**src/rtl/rs_enc_ctrl.sv**
```systemverilog
// rs_enc_ctrl: sequences message and parity symbols of a systematic RS(K+NPAR,K) encoder
// around an external parity LFSR, with zero-latency pass-through and backpressure.
module rs_enc_ctrl #(
    parameter int K    = 239,
    parameter int NPAR = 16
) (
    input  logic       clk,
    input  logic       rst,
    input  logic [7:0] in_data,
    input  logic       in_valid,
    input  logic       in_sop,
    output logic       in_ready,
    output logic [7:0] out_data,
    output logic       out_valid,
    output logic       out_sop,
    output logic       out_eop,
    input  logic       out_ready,
    output logic       enc_en,
    output logic       enc_clr,
    output logic       fb_gate,
    output logic [7:0] enc_sym,
    input  logic [7:0] par_in,
    output logic       err
);
    localparam logic [1:0] IDLE = 2'd0;
    localparam logic [1:0] MSG  = 2'd1;
    localparam logic [1:0] PAR  = 2'd2;
    localparam logic [7:0] K_LAST = 8'(K - 1);
    localparam logic [7:0] P_LAST = 8'(NPAR - 1);
    localparam logic [1:0] AFTER_SOP = (K == 1) ? PAR : MSG;

    logic [1:0] state, state_nx;
    logic [7:0] sym_cnt, sym_nx, par_cnt, par_nx;
    logic       sop_in, take;

    assign sop_in = in_valid & in_sop;

    always_comb begin
        state_nx  = state;
        sym_nx    = sym_cnt;
        par_nx    = par_cnt;
        in_ready  = 1'b0;
        out_data  = 8'd0;
        out_valid = 1'b0;
        out_sop   = 1'b0;
        out_eop   = 1'b0;
        enc_en    = 1'b0;
        enc_clr   = 1'b0;
        fb_gate   = 1'b0;
        enc_sym   = 8'd0;
        err       = 1'b0;
        take      = 1'b0;
        if (!rst) begin
            case (state)
                IDLE: begin
                    // A stalled sop is held upstream rather than consumed; stray data is dropped.
                    in_ready  = out_ready | ~sop_in;
                    out_valid = sop_in;
                    out_sop   = sop_in;
                    out_data  = sop_in ? in_data : 8'd0;
                    err       = in_valid & ~in_sop;
                    take      = sop_in & out_ready;
                end
                MSG: begin
                    in_ready  = out_ready;
                    out_valid = in_valid;
                    out_sop   = sop_in;
                    out_data  = in_data;
                    enc_sym   = in_data;
                    take      = in_valid & out_ready;
                    err       = take & in_sop;
                end
                PAR: begin
                    out_valid = 1'b1;
                    out_data  = par_in;
                    out_eop   = (par_cnt == P_LAST);
                    enc_en    = out_ready;
                    if (out_ready) begin
                        par_nx   = (par_cnt == P_LAST) ? 8'd0 : par_cnt + 8'd1;
                        sym_nx   = (par_cnt == P_LAST) ? 8'd0 : sym_cnt;
                        state_nx = (par_cnt == P_LAST) ? IDLE : PAR;
                    end
                end
                default: state_nx = IDLE;
            endcase
            if (take) begin
                enc_en  = 1'b1;
                fb_gate = 1'b1;
                enc_sym = in_data;
                enc_clr = in_sop;
                par_nx  = 8'd0;
                // A fresh sop (from IDLE or aborting a frame) restarts the count at one.
                sym_nx   = in_sop ? 8'd1 : sym_cnt + 8'd1;
                state_nx = in_sop ? AFTER_SOP : ((sym_cnt == K_LAST) ? PAR : MSG);
            end
        end
    end

    always_ff @(posedge clk or posedge rst) begin
        if (rst) begin
            state   <= IDLE;
            sym_cnt <= 8'd0;
            par_cnt <= 8'd0;
        end else begin
            state   <= state_nx;
            sym_cnt <= sym_nx;
            par_cnt <= par_nx;
        end
    end
endmodule
```
**config.mk**
```make
export PLATFORM = sky130hd
export DESIGN_NAME = rs_enc_ctrl
export DESIGN_NICKNAME = d
export VERILOG_FILES = /design/src/rtl/rs_enc_ctrl.sv
export SDC_FILE = /design/constraint.sdc
export NUM_CORES = 1
export LEC_CHECK = 0
export CORE_ASPECT_RATIO = 0.7
export CORE_MARGIN = 5
export CORE_UTILIZATION = 50
export DETAILED_ROUTE_END_ITERATION = 7
export GPL_TIMING_DRIVEN = 0
export PLACE_DENSITY = 0.9
export SLEW_MARGIN = 25
export SYNTH_ARGS = -nofsm -noshare
export SYNTH_HDL_FRONTEND = slang
export SYNTH_SLANG_ARGS = --single-unit
```
**constraint.sdc**
```tcl
create_clock -name clk -period 2.8 [get_ports clk]
set_input_delay 0.56 -clock clk [delete_from_list [all_inputs] [get_ports clk]]
set_output_delay 0.56 -clock clk [all_outputs]
set_load 0.02 [all_outputs]
```
# ---- Word-level counts from Yosys, hierarchy flattened
# Cells that the tools add are included.
dict set report classes {
  addsub 2
  eq_ne 6
  n_mux 40
  bitwise_logic 9
  reduce_logical 8
}
# op count
set op_table {}
lappend op_table {{$mux W8} 14}
lappend op_table {{$pmux W8 S3} 1}
lappend op_table {{$add A8 B1 Y8 const B} 2}
lappend op_table {{$mux W1} 15}
lappend op_table {{$mux W2} 5}
lappend op_table {{$eq A8 B4 Y1 const B} 1}
lappend op_table {{$eq A8 B8 Y1 const B} 1}
lappend op_table {{$pmux W1 S2} 3}
lappend op_table {{$reduce_and A3 Y1} 2}
lappend op_table {{$reduce_bool A2 Y1} 3}
lappend op_table {{$and A1 B1 Y1} 5}
lappend op_table {{$pmux W2 S2} 1}
lappend op_table {{$reduce_and A4 Y1} 1}
lappend op_table {{$ne A3 B3 Y1 const B} 1}
lappend op_table {{$not A1 Y1} 3}
lappend op_table {{$pmux W1 S3} 1}
lappend op_table {{$eq A2 B1 Y1 const B} 1}
lappend op_table {{$eq A2 B2 Y1 const B} 1}
lappend op_table {{$logic_not A2 Y1} 1}
lappend op_table {{$ne A2 B1 Y1 const B} 1}
lappend op_table {{$reduce_or A2 Y1} 1}
lappend op_table {{$or A1 B1 Y1} 1}
dict set report totals {
  reg_bits 18
  in_bits 21
  wordCells 68
}

# ---- Longest topological paths before layout
# Gate-level depths: netlist of the first run.
dict set report logic_depth {
  word_depth 6
  depth_mapped 7
}

# ---- Worst setup path after synthesis of the first run
# Ideal clock, no wire load.
dict set report synth_path {
  kind {input to output}
  from {input port out_ready}
  to {output port enc_sym[0]}
  t_arrival_ps 1584
  slack_ps 656
  path_stages 6
  path_buffers 2
  path_cell_list {buf_6 -> and3b_1 -> buf_6 -> nand2_1 -> a21oi_1 -> and2_1}
}
dict set report synth_via {
  elab_chain_cells 5
  elab_cells_between_ends 6
  classes_between {mux: 4; bitwise: 2}
}
# item line_no
set synth_rtl {}
lappend synth_rtl {{start, declared} 17} ;# input logic out_ready,
lappend synth_rtl {{$and A1 B1 Y1 (on tied branches)} {70, 62}}
lappend synth_rtl {{$pmux W1 S2 (*)} 54} ;# case (state)
lappend synth_rtl {{$mux W1 (*)} 53} ;# if (!rst) begin
lappend synth_rtl {{$mux W8 (*)} 86} ;# if (take) begin
lappend synth_rtl {{$mux W8 (*)} 53}
lappend synth_rtl {{end, declared} 21} ;# output logic [7:0] enc_sym,
# Mark *: on every way between the ends. The rest lies on a longest branch, timed or not. The select of a mux whose other input is x is not followed.

# ---- Worst setup path after layout of the first run
dict set report layout_path {
  from {register state[1]}
  to {output port out_eop}
}
dict set report layout_via {
  elab_chain_cells 3
}
# item line_no
set layout_rtl {}
lappend layout_rtl {{start, declared} 32} ;# logic [1:0] state, state_nx;
lappend layout_rtl {{start signal, assigned} 105} ;# state <= state_nx;
lappend layout_rtl {{$eq A2 B2 Y1} 54}
lappend layout_rtl {{$mux W1} 54}
lappend layout_rtl {{$mux W1} 53}
lappend layout_rtl {{end, declared} 16} ;# output logic out_eop,
# No other way between the ends.

==> reports/summary.log, run 1 <==
qor: grt.gr-total-overflow 0
qor: sta.max_clock_freq 371 MHz
qor: die.fp.dieH 54.7 um
qor: final_layout.area_taken_by_multi_input_logic_gates 876 um^2
qor: placement.finalWeightedCongestion 0.892
qor: yosys.syn_std_cell_area 1430 um^2
qor: grt.first_global_vias 1419
qor: clock_tree.worstSkewPairLatency 0.27 ns
qor: yosys.ys_ff_latch 18
qor: worst_setup_path.cp_data_required_time 2.24 ns
qor: clock_tree.clk_root_buffer_cell sky130_fd_sc_hd__clkbuf_8
qor: grt.antenna_found_initial 0
qor: route.via_count 1531
qor: outcome.status finished, final reports clean
qor: die.fp.dieW 73.8 um
qor: yosys.synth.most_common_cell sky130_fd_sc_hd__dfrtp_1
qor: yosys.synthDominantCellAreaShare 31.6%
qor: placement.hpwl_after_detailed_placement 3240 um
qor: job.max_cap_violations 0
qor: yosys.yosys_warnings 0
qor: route.avgViaCountPerCell 6.08
qor: power.seq_power_share 41.8%
qor: yosys.synth_commonest_cells sky130_fd_sc_hd__dfrtp_1 (18), sky130_fd_sc_hd__nor2_1 (16), sky130_fd_sc_hd__nand2_1 (12), sky130_fd_sc_hd__o21ai_0 (10), sky130_fd_sc_hd__nand3_1 (9)
qor: yosys.netlist_instances 165
qor: sta.fin_hold_ws 0.379 ns
qor: yosys.synth_adder_area_share 2.63%
qor: worst_setup_path.critical_path.max_fanout 10
qor: yosys.synth_xor_area_share 0%
qor: power.worst_ir_drop_vdd 0.224 mV
qor: yosys.synth_async_sr_flop_share 100%
qor: yosys.synth.distinct_cells 51
qor: route.drt_first_pass_iters 4
qor: yosys.multiplexer_fraction_of_the_synthesized_cell_area 0%
qor: power.combPwrFrac 29.4%
qor: worst_setup_path.path_class reg2out
qor: sta.slew_headroom 67.0%
qor: sta.timing.final.max_slew_violations 0
qor: sta.finalSetupTns 0 ns
qor: route.ant_nets 0
qor: worst_setup_path.crit_path_end_kind primary output
qor: route.drc 0
qor: sta.rsz0062_at_grt no
qor: sta.tightestPinTransition 0.494 ns
qor: yosys.netlist_top_cells_area sky130_fd_sc_hd__dfrtp_1 (32%), sky130_fd_sc_hd__buf_6 (4.7%), sky130_fd_sc_hd__a22oi_1 (4.2%)
qor: yosys.synth-edff-count 0
qor: yosys.combinational_family_with_the_most_area_after_synthesis simple AND/OR/NAND/NOR gates
qor: worst_setup_path.start_kind flop
qor: yosys.postSynthNetCount 189
qor: worst_hold_path.hold_path_class in2async
qor: die.pin_count 45
qor: final_layout.layout-drive-gt1-share 19.0%
qor: yosys.synthFlopType sky130_fd_sc_hd__dfrtp_1
qor: final_layout.fillers 192
qor: route.dr.first_iter.drc_count 160
qor: yosys.synth_sequential_area_ratio 31.6%
qor: power.internal_power 0.523 mW
qor: sta.setup_viol 0
qor: placement.port-buffer-count 42
qor: clock_tree.cts_tree done
qor: placement.placement.cell_area 1890 um^2
qor: sta.final_period_minus_worst_setup_slack 2.70 ns
qor: grt.globalRouteTotalUtil 22.4%
qor: yosys.fraction_of_the_mapped_netlist_area_in_simple_logic_gates 30.8%
qor: power.power.net_switching 0.264 mW
qor: clock_tree.cts_max_path_buffers 2
qor: yosys.synthDominantAreaCellType sky130_fd_sc_hd__dfrtp_1
qor: clock_tree.clkTransAtPathRegs 0.08 ns
qor: clock_tree.cts.htree.levels 1
qor: sta.hold_viol_final 0
qor: final_layout.diodes 0
qor: grt.largest_net_degree_at_the_start_of_global_routing 25
qor: die.initial_core_util 51.6%
qor: clock_tree.cts_made_buffers 3
qor: sta.worst_clock_skew 0.0109 ns
qor: power.power.share.switching 33.5%
qor: clock_tree.cts.sink_count 18
qor: die.core_region_area 2760 um^2
qor: power.pwr_per_cell_area 395 nW/um^2
qor: die.row_count 16
qor: grt.grt_first_pass_wirelength 6830 um
qor: final_layout.synthToLayoutAreaGrowth 39.6%
qor: route.wl 4470 um
qor: sta.finalCritPeriodShare 96.3%
qor: power.clkPwrFrac 28.8%
qor: final_layout.final_net_count 241
qor: die.die_area 4040 um^2
qor: yosys.synth_compound_gate_area_share 27.0%
qor: power.power.static_leakage 0.926 nW
qor: worst_setup_path.worst_ep_arrival_time 2.14 ns
qor: route.wl_per_cell 17.7 um
qor: final_layout.sequential_cell_area 450 um^2
qor: yosys.synth_area_per_cell 8.64 um^2
qor: final_layout.final_area 1990 um^2
[layout by cell type (no fill, tap or decap), types with 3 or more instances in the layout]
master                            count
sky130_fd_sc_hd__clkdlybuf4s50_1     20
sky130_fd_sc_hd__dfrtp_1             18
sky130_fd_sc_hd__nor2_1              15
sky130_fd_sc_hd__nand2_1             12
sky130_fd_sc_hd__dlygate4sd2_1       12
sky130_fd_sc_hd__o21ai_0             10
sky130_fd_sc_hd__nand3_1              9
sky130_fd_sc_hd__and2_1               8
sky130_fd_sc_hd__a22oi_1              8
sky130_fd_sc_hd__clkdlybuf4s15_2      8
sky130_fd_sc_hd__a21oi_1              7
sky130_fd_sc_hd__inv_1                6
sky130_fd_sc_hd__buf_6                6
sky130_fd_sc_hd__buf_4                6
sky130_fd_sc_hd__and3_1               4
sky130_fd_sc_hd__a211oi_1             4
sky130_fd_sc_hd__nor3_1               4
sky130_fd_sc_hd__clkbuf_8             4
sky130_fd_sc_hd__nand2b_1             3
sky130_fd_sc_hd__nand4_1              3
sky130_fd_sc_hd__o31ai_1              3
sky130_fd_sc_hd__ha_1                 3
[metal layers]
layer | vias up | GRT usage (%) | wire length [um]
met3 | 15 | 4.22 | 321
li1 | 714 | - | -
met2 | 72 | 37.8 | 2150
met1 | 730 | 29.3 | 1920
met4 | 0 | 6.63 | 79
met5 | - | 0 | 0
[cell type report]
| cell class | instances | share of cell area [%] |
|---|---|---|
| buffer | 10 | 4.46 |
| clock buffer | 4 | 2.76 |
| inverter | 7 | 1.32 |
| multi-input combinational | 130 | 44.0 |
| sequential | 18 | 22.6 |
| tap | 36 | 2.26 |
| timing repair buffer | 47 | 22.6 |
[what timing repair did]
action / 4_1_cts / 5_1_grt
setup buffers: 4 / 1
pin swaps: 1 / 2
hold buffers: 0 / 0
setup endpoints to repair: 21 / 16
resized for setup: 41 / 3
endpoints found under the hold margin: 0 / 0
[state kept, by name, indices dropped and copies added (netlist names)]
name     flops
par_cnt      8
state        2
sym_cnt      8
[cells by family after synthesis]
group	after synthesis
buffers and inverters	17
AND/OR/NAND/NOR	76
AO/OA/AOI/OAI	51
flip-flops	18
adder cells (fa/ha/maj)	3
[path summary, 6_finish.rpt]
| kind | from | endpoint | slack [ns] | cells after the start |
|---|---|---|---|---|
| min reg2reg | par_cnt[2] | par_cnt[2] | 0.52 | 1 |
| min in group clk | par_cnt[2] | par_cnt[2] | 0.52 | 1 |
| max | state[1] | out_eop | 0.10 | 4 |
| min | rst | state[1] | 0.38 | 2 |
| max in group asynchronous | rst | sym_cnt[3] | 2.07 | 2 |
| max reg2reg | par_cnt[0] | sym_cnt[1] | 1.05 | 5 |
[power groups by stage]
stage | sequential, mW | clock, mW | combinational, mW
2_1_floorplan | 0.325 | 0 | 0.142
4_1_cts | 0.328 | 0.224 | 0.230
6_report | 0.329 | 0.227 | 0.231
3_5_place_dp | 0.334 | 0 | 0.235
5_1_grt | 0.332 | 0.232 | 0.251
3_3_place_gp | 0.330 | 0 | 0.225
[through the flow]
step	total power, mW	utilization (%)	std cells	setup slack, ns
6_report	0.787	72.1	252	0.102
5_1_grt	0.815	72.1	252	0.0472
4_1_cts	0.782	71.9	251	0.0187
3_5_place_dp	0.569	68.5	243	-0.546
3_3_place_gp	0.555	68.5	243	-0.481
2_1_floorplan	0.467	-	165	0.656
[critical path, cell delays in order (launching register included)]
cell,delay (ns)
sky130_fd_sc_hd__dfrtp_1,0.45
sky130_fd_sc_hd__buf_6,0.18
sky130_fd_sc_hd__clkbuf_1,0.35
sky130_fd_sc_hd__and4_1,0.26
sky130_fd_sc_hd__clkdlybuf4s50_1,0.62
(Power assumes the default switching activity.)
==> run 2: changes to the inputs <==
--- a/config.mk
+++ b/config.mk
@@ -5,12 +5,13 @@
 export SDC_FILE = /design/constraint.sdc
 export NUM_CORES = 1
 export LEC_CHECK = 0
+export ABC_AREA = 1
 export CORE_ASPECT_RATIO = 0.7
 export CORE_MARGIN = 5
-export CORE_UTILIZATION = 50
+export CORE_UTILIZATION = 43
 export DETAILED_ROUTE_END_ITERATION = 7
 export GPL_TIMING_DRIVEN = 0
-export PLACE_DENSITY = 0.9
+export PLACE_DENSITY = 0.82
 export SLEW_MARGIN = 25
 export SYNTH_ARGS = -nofsm -noshare
 export SYNTH_HDL_FRONTEND = slang
==> constraint.sdc (replaced) <==
create_clock -name clk -period 2.2 [get_ports clk]
set_input_delay 0.44 -clock clk [delete_from_list [all_inputs] [get_ports clk]]
set_output_delay 0.44 -clock clk [all_outputs]
set_load 0.02 [all_outputs]
==> run 2 against run 1 <==
First-iteration DRC count down 36%. Area after synthesis up 6.2%. Critical endpoint is now enc_sym[1]. Setup slack worse by 0.039 ns. Synthesized cell count up 43%.
==> reports/summary.log, run 2 <==
qor: yosys.synth_commonest_cells sky130_fd_sc_hd__nand2_1 (71), sky130_fd_sc_hd__nor2_1 (39), sky130_fd_sc_hd__inv_1 (29), sky130_fd_sc_hd__nand3_1 (19), sky130_fd_sc_hd__dfrtp_1 (18)
qor: power.combPwrFrac 37.9%
qor: route.drt_first_pass_iters 5
qor: sta.finalCritPeriodShare 97.1%
qor: worst_setup_path.rr_worst_depth 8
qor: power.worst_ir_drop_vdd 0.219 mV
qor: yosys.netlist_instances 236
qor: worst_setup_path.path_class in2out
qor: clock_tree.cts_max_path_buffers 2
qor: placement.hpwl_after_detailed_placement 3060 um
qor: yosys.netlist_top_cells_area sky130_fd_sc_hd__dfrtp_1 (30%), sky130_fd_sc_hd__nand2_1 (18%), sky130_fd_sc_hd__nor2_1 (9.7%)
qor: power.internal_power 0.710 mW
qor: yosys.synth.most_common_cell sky130_fd_sc_hd__nand2_1
qor: power.power.share.switching 37.0%
qor: die.pin_count 45
qor: sta.worst_slack 0.0632 ns
qor: final_layout.top_regs par_cnt (8), sym_cnt (8), state (2)
qor: clock_tree.cts.htree.levels 1
qor: power.clkPwrFrac 25.1%
qor: sta.tightestPinTransition 0.505 ns
qor: yosys.synth_async_sr_flop_share 100%
qor: final_layout.synthToLayoutAreaGrowth 38.0%
qor: route.dr.first_iter.drc_count 103
qor: final_layout.layout_common_cells sky130_fd_sc_hd__nand2_1 (70), sky130_fd_sc_hd__nor2_1 (38), sky130_fd_sc_hd__inv_1 (26)
qor: yosys.ys_ff_latch 18
qor: clock_tree.worstSkewPairLatency 0.26 ns
qor: final_layout.fin_util 60.3%
qor: clock_tree.cts_made_buffers 3
qor: route.via_count 1706
qor: yosys.synthDominantCellAreaShare 29.7%
qor: sta.worst_clock_skew 0.00295 ns
qor: placement.finalWeightedCongestion 0.876
qor: grt.antenna_found_initial 0
qor: sta.setup_viol 0
qor: die.die_area 4830 um^2
qor: placement.port-buffer-count 44
qor: worst_hold_path.hold_path_class in2async
qor: clock_tree.cts_tree done
qor: yosys.synth.distinct_cells 30
qor: sta.hold_viol_final 0
qor: worst_setup_path.critical_path.reg2reg.endpoint sym_cnt[4]
qor: worst_setup_path.launch_point_of_the_worst_reg_to_reg_path par_cnt[0]
qor: grt.grt_first_pass_wirelength 7070 um
qor: route.avgViaCountPerCell 4.97
qor: worst_setup_path.worst_ep_arrival_time 1.70 ns
qor: yosys.synthFlopType sky130_fd_sc_hd__dfrtp_1
qor: die.initial_core_util 43.7%
qor: yosys.syn_std_cell_area 1520 um^2
qor: placement.place_ws -1.00 ns
qor: sta.slew_headroom 66.1%
qor: final_layout.final_net_count 318
qor: grt.globalRouteTotalUtil 18.7%
qor: die.fp.dieW 81.0 um
qor: route.ant_nets 0
qor: worst_setup_path.critical_path.max_fanout 7
qor: clock_tree.clkTransAtPathRegs 0.07 ns
qor: grt.largest_net_degree_at_the_start_of_global_routing 12
qor: yosys.synth-edff-count 0
qor: die.fp.dieH 59.7 um
qor: final_layout.final_area 2090 um^2
qor: clock_tree.clk_root_buffer_cell sky130_fd_sc_hd__clkbuf_8
qor: route.drc 0
qor: worst_setup_path.worst_setup_path_endpoint enc_sym[1]
qor: grt.gr-total-overflow 0
qor: power.power.net_switching 0.417 mW
qor: power.power.static_leakage 1.04 nW
qor: grt.first_global_vias 1635
qor: yosys.synth_area_per_cell 6.42 um^2
qor: placement.placement.cell_area 2020 um^2
qor: sta.timing.final.max_slew_violations 0
qor: route.wl 4210 um
qor: worst_setup_path.cp_data_required_time 1.76 ns
qor: clock_tree.cts.sink_count 18
qor: sta.max_clock_freq 468 MHz
qor: die.row_count 18
qor: job.max_cap_violations 0
qor: outcome.status finished, final reports clean
qor: worst_setup_path.reg2reg_slack 0.68 ns
qor: worst_setup_path.setup.worst_path.start in_valid
qor: final_layout.layout-drive-gt1-share 20.8%
qor: yosys.yosys_warnings 0
qor: power.pwr_per_cell_area 539 nW/um^2
qor: yosys.synthDominantAreaCellType sky130_fd_sc_hd__dfrtp_1
qor: yosys.postSynthNetCount 260
qor: worst_setup_path.start_kind input port
qor: final_layout.final_common_cell sky130_fd_sc_hd__nand2_1
qor: sta.rsz0062_at_grt yes
qor: power.seq_power_share 37.0%
qor: final_layout.diodes 0
qor: route.wl_per_cell 12.3 um
qor: yosys.synth_sequential_area_ratio 29.7%
qor: worst_setup_path.crit_path_end_kind primary output
qor: sta.final_period_minus_worst_setup_slack 2.14 ns
qor: clock_tree.hold_buffers 0
qor: die.core_region_area 3470 um^2
==> run 2: cell count changes after synthesis, moves of 5 or more <==
cell	delta
sky130_fd_sc_hd__and2_1	-8
sky130_fd_sc_hd__buf_6	-5
sky130_fd_sc_hd__inv_1	+23
sky130_fd_sc_hd__nand2_1	+59
sky130_fd_sc_hd__nand3_1	+10
sky130_fd_sc_hd__nor2_1	+23
sky130_fd_sc_hd__o21ai_0	-7
sky130_fd_sc_hd__o21ai_1	+5
==> run 2: metrics by stage <==
| step | std cells | setup TNS, ns | hold slack, ns | power [mW] |
|---|---|---|---|---|
| 2_1_floorplan | 236 | 0 | 0.415 | 0.676 |
| 3_3_place_gp | 330 | -22.00 | 0.501 | 0.826 |
| 3_5_place_dp | 330 | -21.70 | 0.519 | 0.837 |
| 4_1_cts | 341 | -0.00587 | 0.444 | 1.12 |
| 5_1_grt | 343 | -0.104 | 0.471 | 1.19 |
| 6_report | 343 | 0 | 0.457 | 1.13 |
==> run 2: cells by family after synthesis <==
| kind of cell | synth area share, % |
|---|---|
| and+or+nand+nor | 44.1 |
| buffers and inverters | 10.7 |
| AOI/OAI and AO/OA | 13.0 |
| DFF | 29.7 |
| adders and majority gates | 2.48 |
==> run 2: power by group through the flow <==
stage | Combinational, mW | Clock, mW | Sequential [mW]
final | 0.427 | 0.283 | 0.417
after global routing | 0.472 | 0.297 | 0.426
after CTS | 0.422 | 0.285 | 0.413
after detailed placement | 0.419 | 0 | 0.418
after global placement | 0.410 | 0 | 0.416
after floorplan | 0.269 | 0 | 0.407
==> run 2: how the worst min path moves through the flow <==
stage,from,to,slack [ns],cells after the start
final,rst,sym_cnt[3],0.46,3
after global routing,rst,sym_cnt[3],0.47,3
after CTS,rst,sym_cnt[3],0.44,3
after detailed placement,par_cnt[1],par_cnt[1],0.52,2
after global placement,sym_cnt[4],sym_cnt[4],0.50,2
after floorplan,rst,par_cnt[0],0.42,1
==> run 2: worst max-delay path: stages <==
cell and delay [ns]:
sky130_fd_sc_hd__dlygate4sd2_1 0.28, sky130_fd_sc_hd__nand2_2 0.14, sky130_fd_sc_hd__inv_2 0.06, sky130_fd_sc_hd__nand3_2 0.09, sky130_fd_sc_hd__nand2_2 0.09, sky130_fd_sc_hd__o21ai_4 0.26
sky130_fd_sc_hd__buf_4 0.16, sky130_fd_sc_hd__nor2_1 0.03, sky130_fd_sc_hd__buf_2 0.15
==> run 2: metal layers <==
layer	vias up	part of all wire [%]	GRT usage (%)
li1	873	-	-
met4	0	1.2	6.02
met5	-	0	0
met1	746	43	22.5
met3	7	12	7.08
met2	80	44	31.0
==> run 2: what timing repair did <==
| action | 4_1_cts | 5_1_grt |
|---|---|---|
| pin swaps | 3 | 3 |
| gates resized for setup | 67 | 28 |
| cloned | 1 | 0 |
| buffers inserted | 6 | 2 |
| setup endpoints to repair | 26 | 20 |
==> run 2: final cells by class <==
cell class	instances	area, um^2
repair buffers	52	420
well taps	50	62.6
plain buffers	4	37.5
clock buffers	4	55.1
inverters	33	130
repair inverters	1	5.00
multi-input cells	181	927
flip-flops and latches	18	453
fillers	344	1380
